[src/rtl/cdc_sync_filt_pkg.sv]
// Purpose: shared constants and helpers for the cdc_sync_filt synchroniser.
//   MIN_STAGES       - smallest legal synchroniser chain depth.
//   filt_cnt_width() - bit width needed for a stability counter that has
//                      to reach FILTER-1 (never narrower than one bit).
package cdc_sync_filt_pkg;

    localparam int MIN_STAGES = 2;

    function automatic int filt_cnt_width(input int filter);
        if (filter < 1) begin
            return 1;
        end
        return $clog2(filter + 1);
    endfunction

endpackage

[src/rtl/cdc_sync_filt_glitch_filter.sv]
// Purpose: single-bit stability filter. The output only follows the input
// once the input has disagreed with it for FILTER consecutive cycles.
// Any shorter excursion is discarded and the counter restarts from zero.
// Ports:
//   clk   in  1  clock, rising edge
//   rst_n in  1  asynchronous active-low reset
//   in    in  1  synchronised input bit
//   out   out 1  filtered bit (RST_BIT after reset)
module cdc_glitch_filter
    import cdc_sync_filt_pkg::*;
#(
    parameter int   FILTER  = 1,
    parameter logic RST_BIT = 1'b0
) (
    input  logic clk,
    input  logic rst_n,
    input  logic in,
    output logic out
);

    localparam int CNT_W = filt_cnt_width(FILTER);

    logic [CNT_W-1:0] r_cnt;
    logic             r_out;

    always_ff @(posedge clk or negedge rst_n) begin
        if (!rst_n) begin
            r_cnt <= '0;
            r_out <= RST_BIT;
        end else if (in == r_out) begin
            // Agreement at any point cancels a partly counted change.
            r_cnt <= '0;
        end else if (int'(r_cnt) == FILTER - 1) begin
            r_out <= in;
            r_cnt <= '0;
        end else begin
            r_cnt <= r_cnt + 1'b1;
        end
    end

    assign out = r_out;

endmodule

[src/rtl/cdc_sync_filt.sv]
// Purpose: multi-bit asynchronous input synchroniser with an optional
// per-bit stability filter and registered rise/fall edge detection.
// Ports:
//   clk      in  1      destination clock, rising edge
//   rst_n    in  1      asynchronous active-low reset
//   d        in  WIDTH  asynchronous input bus, bits independent
//   q        out WIDTH  synchronised (and optionally filtered) value
//   rise     out WIDTH  one-cycle pulse when q[i] goes 0->1
//   fall     out WIDTH  one-cycle pulse when q[i] goes 1->0
//   any_edge out 1      OR of all rise and fall bits
module cdc_sync_filt
    import cdc_sync_filt_pkg::*;
#(
    parameter int               WIDTH     = 4,
    parameter int               STAGES    = 2,
    parameter int               FILTER    = 0,
    parameter logic [WIDTH-1:0] RESET_VAL = '0
) (
    input  logic             clk,
    input  logic             rst_n,
    input  logic [WIDTH-1:0] d,
    output logic [WIDTH-1:0] q,
    output logic [WIDTH-1:0] rise,
    output logic [WIDTH-1:0] fall,
    output logic             any_edge
);

    if (STAGES < MIN_STAGES) begin : g_bad_stages
        $error("cdc_sync_filt: STAGES must be at least 2");
    end

    logic [WIDTH-1:0] r_sync [STAGES];
    logic [WIDTH-1:0] r_q_d;
    logic [WIDTH-1:0] w_s_out;
    logic [WIDTH-1:0] w_q;

    // Pure flop chain: nothing may sit between stages, so the first flop
    // is the only one that can go metastable.
    always_ff @(posedge clk or negedge rst_n) begin
        if (!rst_n) begin
            for (int k = 0; k < STAGES; k++) begin
                r_sync[k] <= RESET_VAL;
            end
        end else begin
            r_sync[0] <= d;
            for (int k = 1; k < STAGES; k++) begin
                r_sync[k] <= r_sync[k-1];
            end
        end
    end

    assign w_s_out = r_sync[STAGES-1];

    if (FILTER == 0) begin : g_no_filter
        assign w_q = w_s_out;
    end else begin : g_filter
        for (genvar i = 0; i < WIDTH; i++) begin : g_bit
            cdc_glitch_filter #(
                .FILTER  (FILTER),
                .RST_BIT (RESET_VAL[i])
            ) u_filt (
                .clk   (clk),
                .rst_n (rst_n),
                .in    (w_s_out[i]),
                .out   (w_q[i])
            );
        end
    end

    // History resets to the same value as q so releasing reset never
    // looks like an edge.
    always_ff @(posedge clk or negedge rst_n) begin
        if (!rst_n) begin
            r_q_d <= RESET_VAL;
        end else begin
            r_q_d <= w_q;
        end
    end

    assign q        = w_q;
    assign rise     = w_q & ~r_q_d;
    assign fall     = ~w_q & r_q_d;
    assign any_edge = |(rise | fall);

endmodule
[config.mk]
export PLATFORM = sky130hd
export DESIGN_NAME = cdc_sync_filt
export DESIGN_NICKNAME = d
export VERILOG_FILES = /design/src/rtl/cdc_sync_filt_pkg.sv /design/src/rtl/cdc_sync_filt_glitch_filter.sv /design/src/rtl/cdc_sync_filt.sv
export SDC_FILE = /design/constraint.sdc
export NUM_CORES = 1
export LEC_CHECK = 0
export CORE_MARGIN = 2
export CORE_UTILIZATION = 35
export CTS_BUF_LIST = sky130_fd_sc_hd__clkbuf_16
export CTS_CLUSTER_DIAMETER = 120
export CTS_CLUSTER_SIZE = 14
export DETAILED_ROUTE_END_ITERATION = 10
export GPL_TIMING_DRIVEN = 0
export PLACE_DENSITY_LB_ADDON = 0.05
export SLEW_MARGIN = 20
export SYNTH_ARGS = -nofsm -noshare
export SYNTH_HDL_FRONTEND = slang
export SYNTH_HIERARCHICAL = 1
export SYNTH_SLANG_ARGS = --single-unit
[constraint.sdc]
create_clock -name clk -period 0.99 [get_ports clk]
set_input_delay 0.297 -clock clk [delete_from_list [all_inputs] [get_ports clk]]
set_output_delay 0.297 -clock clk [all_outputs]
set_load 0.01 [all_outputs]
Word level (Yosys, flattened, before mapping)
Cells that the tools add are included.

Word-level logic and storage cells: 9. Register bits: 12. Input bits: 6. Output and inout port bits: 13.

Reductions and logical operators: 1. Bitwise operators: 5.

Operators by type and width (number): $and A4 B4 Y4 (2); $not A4 Y4 (2); $or A4 B4 Y4 (1); $reduce_or A4 Y1 (1).

Longest topological paths before layout
Gate-level depths: netlist of run 1.

Word-level depth: 4. Mapped depth: 3. Mapped depth without buffers: 3.

Worst setup path before layout of run 1
No wires, ideal clock.

Path kind: flip-flop to output port. Start: register r_sync, in the netlist q[1]. End: output port any_edge. Slack: -118 ps. Cell stages (with the launch flop): 4. Path buffers: 0. Arrival: 811 ps. Data required time: 693 ps. Path through: dfrtp_1 > inv_1 > ha_1 > nand4_1.

Longest elaborated chain between the ends: 4.

RTL lines: start, declared (RTL line cdc_sync_filt.sv:32) `logic [WIDTH-1:0] r_sync [STAGES];`; start signal, assigned by index (RTL line cdc_sync_filt.sv:47) `r_sync[k] <= r_sync[k-1];`; $not A4 Y4 (RTL line cdc_sync_filt.sv:82) `assign fall = ~w_q & r_q_d;`; $and A4 B4 Y4 (RTL line cdc_sync_filt.sv:82); $or A4 B4 Y4 (*) (RTL line cdc_sync_filt.sv:83) `assign any_edge = |(rise | fall);`; $reduce_or A4 Y1 (*) (RTL line cdc_sync_filt.sv:83); end, declared (RTL line cdc_sync_filt.sv:25) `output logic any_edge`.

Every way passes the cells marked *; elsewhere a longest branch is shown, timed or not.

Worst setup path in the final report of run 1
Start: register r_q_d[2]. End: output port any_edge.

Longest elaborated chain between the ends: 4.

RTL lines: start, declared (RTL line cdc_sync_filt.sv:33) `logic [WIDTH-1:0] r_q_d;`; start signal, assigned (RTL line cdc_sync_filt.sv:76) `r_q_d <= w_q;`; $not A4 Y4 (RTL line cdc_sync_filt.sv:81) `assign rise = w_q & ~r_q_d;`; $and A4 B4 Y4 (RTL line cdc_sync_filt.sv:81); $or A4 B4 Y4 (*) (RTL line cdc_sync_filt.sv:83); $reduce_or A4 Y1 (*) (RTL line cdc_sync_filt.sv:83).

Marked as above.

==> reports/qor.csv, run 1 <==
stage,metric,value,unit
synth,Synth cell types,5,
outcome,failing checks,setup timing,
critical_path,CP Data Arrival Time,1.14,ns
finish,most frequent cells in the layout,"dfrtp_1, buf_4, buf_2",
timing,Tcrit/Tclk final,145,%
die,CORE AREA,1270,sq um
global_routing,vias in the first global route,278,
power_and_ir_drop,switching pwr,0.000277,W
timing,unrepaired setup endpoints after global routing,true,
critical_path,"critical path, cell by cell",ha_1 > nand4_1 > buf_2,
timing,Final min period,1.44,ns
routing,First DRT Iteration DRCs,0,
power_and_ir_drop,Flop pwr share,37.4,%
die,DIE WIDTH,40.5,um
synth,Mapped Nets,47,
routing,WL per Instance,9.86,um
global_routing,gr usage total,12.2,%
clocking,hold-fix buffer count after cts,0,
global_routing,grt total ovfl,0,
power_and_ir_drop,P per Cell Area,1780,nW/um^2
synth,"Seq/Total Area, Yosys",64.3,%
critical_path,Reg2Reg Depth,3,
clocking,Clock Latency Late Sink,0.24,ns
clocking,maximum buffer depth of the clock tree,2,
routing,post-route ant nets,0,
global_routing,pin count of the biggest net entering global routing,13,
placed_design,# port buffers,18,
timing,Clock Skew,0.000917,ns
placed_design,routability cong.,0.678,
finish,"most common cell after layout, fill and taps aside",dfrtp_1,
finish,share of cells above drive strength 1,46.9,%
clocking,Root Driver,clkbuf_16,
critical_path,Worst Path Required,0.69,ns
finish,register area,300,sq um
die,die height,40.5,um
clocking,Inserted Clock Buffers,3,
synth,Yosys reg bits,12,
power_and_ir_drop,Switching Share,19.5,%
clocking,CTS tree,built,
critical_path,CP Capture Type,primary output,
min_path,Hold EP,q[0],
job,total of max-cap violations,0,
timing,maximum operating frequency,696,MHz
critical_path,crit-path max FO,2,
outcome,status,finished with violations,
critical_path,Worst Setup Start Kind,register,
synth,synthesized area,467,sq um
clocking,Clock Pin Slew Worst Setup and Hold Paths,0.04,ns
power_and_ir_drop,logic gate share of total power,11.0,%
routing,DRT Pass-1 Iters,1,
finish,Layout area overhead,70.5,%
timing,Hold WS,0.343,ns
placed_design,Placement Cell Area,666,sq um
min_path,Worst Hold Class,reg2reg,
timing,final number of hold-violating endpoints,0,
routing,DRC,0,
min_path,Hold Crit Depth,0,
routing,total wire length,779,um
synth,synth warn,6,
finish,final design utilization,62.7,%
synth,synthesized instance count,33,
power_and_ir_drop,Internal,0.00114,W
critical_path,Max stage delay on crit path,0.38,ns
die,I/O Pins,19,
die,starting density of the core,36.8,%
min_path,worst hold start,r_sync[4],
synth,Avg Inst Size Synth,14.1,sq um
finish,antenna cells,0,
timing,setup ws final,-0.448,ns
critical_path,crit path max-delay cell type,dfrtp_1,
finish,fin area,796,sq um
timing,worst slew pin tran,0.535,ns
global_routing,first-pass GRT wire length,1170,um
global_routing,initial antenna violation count,0,
routing,detailed-route via count,321,
die,Core Rows,13,
critical_path,Crit Path Class,reg2out,
placed_design,dpl hpwl,500,um
finish,# nets final,79,
finish,fill cell total of the finished layout,102,
power_and_ir_drop,Clk pwr share,51.6,%
clocking,Sink Count,12,
routing,DR vias/cell,4.06,
power_and_ir_drop,Max VDD drop,1530,uV
critical_path,"reg-to-reg slack, setup",0.15,ns
clocking,H-tree depth,1,
critical_path,RR Endpoint,r_q_d[0],
critical_path,RR Startpoint,q[0],
timing,Slew HR,64.2,%
finish,area of the multi-input gates,119,sq um
timing,Max Slew Vio Count,0,
power_and_ir_drop,static leakage,0.434,nW
die,die area,1640,sq um
timing,"Setup violations, final",13,
[per-stage QoR]
step | instances | setup slack (ns) | setup TNS (ns) | power [W]
after detailed placement | 66 | -0.645 | -5.78 | 0.000675
after global placement | 66 | -0.629 | -4.99 | 0.000671
after CTS | 77 | -0.452 | -3.88 | 0.00143
after global routing | 79 | -0.512 | -4.74 | 0.00148
after floorplan | 33 | -0.110 | -0.110 | 0.000590
final | 79 | -0.448 | -4.18 | 0.00142
[power by group through the flow]
stage	sequential, W	combinational, W	clock (W)
floorplan	0.000536	0.0000535	0
finish	0.000530	0.000156	0.000732
global route	0.000534	0.000174	0.000774
detailed placement	0.000540	0.000135	0
global placement	0.000538	0.000134	0
CTS	0.000529	0.000152	0.000752
[cells in the mapped netlist]
cell | n | area share (%)
buf_4 | 4 | 6.4
dfrtp_1 | 12 | 64
ha_1 | 8 | 21
inv_1 | 8 | 6.4
nand4_1 | 1 | 1.3
[layout make-up]
cell class	instances	area share (%)
clock inverter	1	0.472
inverter	8	3.77
sequential	12	37.7
clock buffer	3	9.43
tap	15	2.36
buffer	3	3.30
multi-input combinational	9	14.9
timing repair buffer	28	28.0
[flip-flops by register name, indices dropped and copies added, names as in the netlist]
signal	cells
r_sync	4
r_q_d	4
q	4
[worst max path at each step]
stage,startpoint,slack (ns),to
2_1_floorplan,q[2],-0.11,any_edge
3_3_place_gp,q[2],-0.63,any_edge
3_5_place_dp,q[2],-0.64,any_edge
4_1_cts,q[1],-0.45,any_edge
5_1_grt,r_q_d[2],-0.51,any_edge
6_report,r_q_d[2],-0.45,any_edge
[cell families (layout without fill, tap and decap cells)]
logic type	Yosys count	after routing	synth area share [%]
adder cells (fa/ha/maj)	8	8	21.4
flip-flops	12	12	64.3
buffers and inverters	12	43	12.9
AND/OR/NAND/NOR	1	1	1.34
[metal layers]
layer  up-vias  GRT usage, %  wire length [um]
met5         -             0                 0
met3         2          5.00                81
li1        160             -                 -
met1       144          15.2               308
met4         0          10.0                16
met2        15          16.3               373
[worst max-delay path, delay by kind of cell, from the launching register on]
kind,cells,cell delay (ns)
buffers and inverters,1,0.14
AND/OR/NAND/NOR,1,0.09
flip-flops,1,0.38
adder cells (fa/ha/maj),1,0.29
[timing repair]
item | in CTS | in global routing
pin swaps | 4 | 3
setup buffers | 8 | 2
resized for setup | 60 | 1
endpoints found under the hold margin | 0 | 0
endpoints found under the setup margin | 13 | 13
(Power assumes the default switching activity.)
==> inputs of run 2 (changes only) <==
--- a/config.mk
+++ b/config.mk
@@ -12,6 +12,7 @@
 export CTS_CLUSTER_SIZE = 14
 export DETAILED_ROUTE_END_ITERATION = 10
 export GPL_TIMING_DRIVEN = 0
+export HOLD_SLACK_MARGIN = 0.02
 export PLACE_DENSITY_LB_ADDON = 0.05
 export SLEW_MARGIN = 20
 export SYNTH_ARGS = -nofsm -noshare
==> results of run 2 <==
Final layout, timing and power as in run 1 (identical DEF).
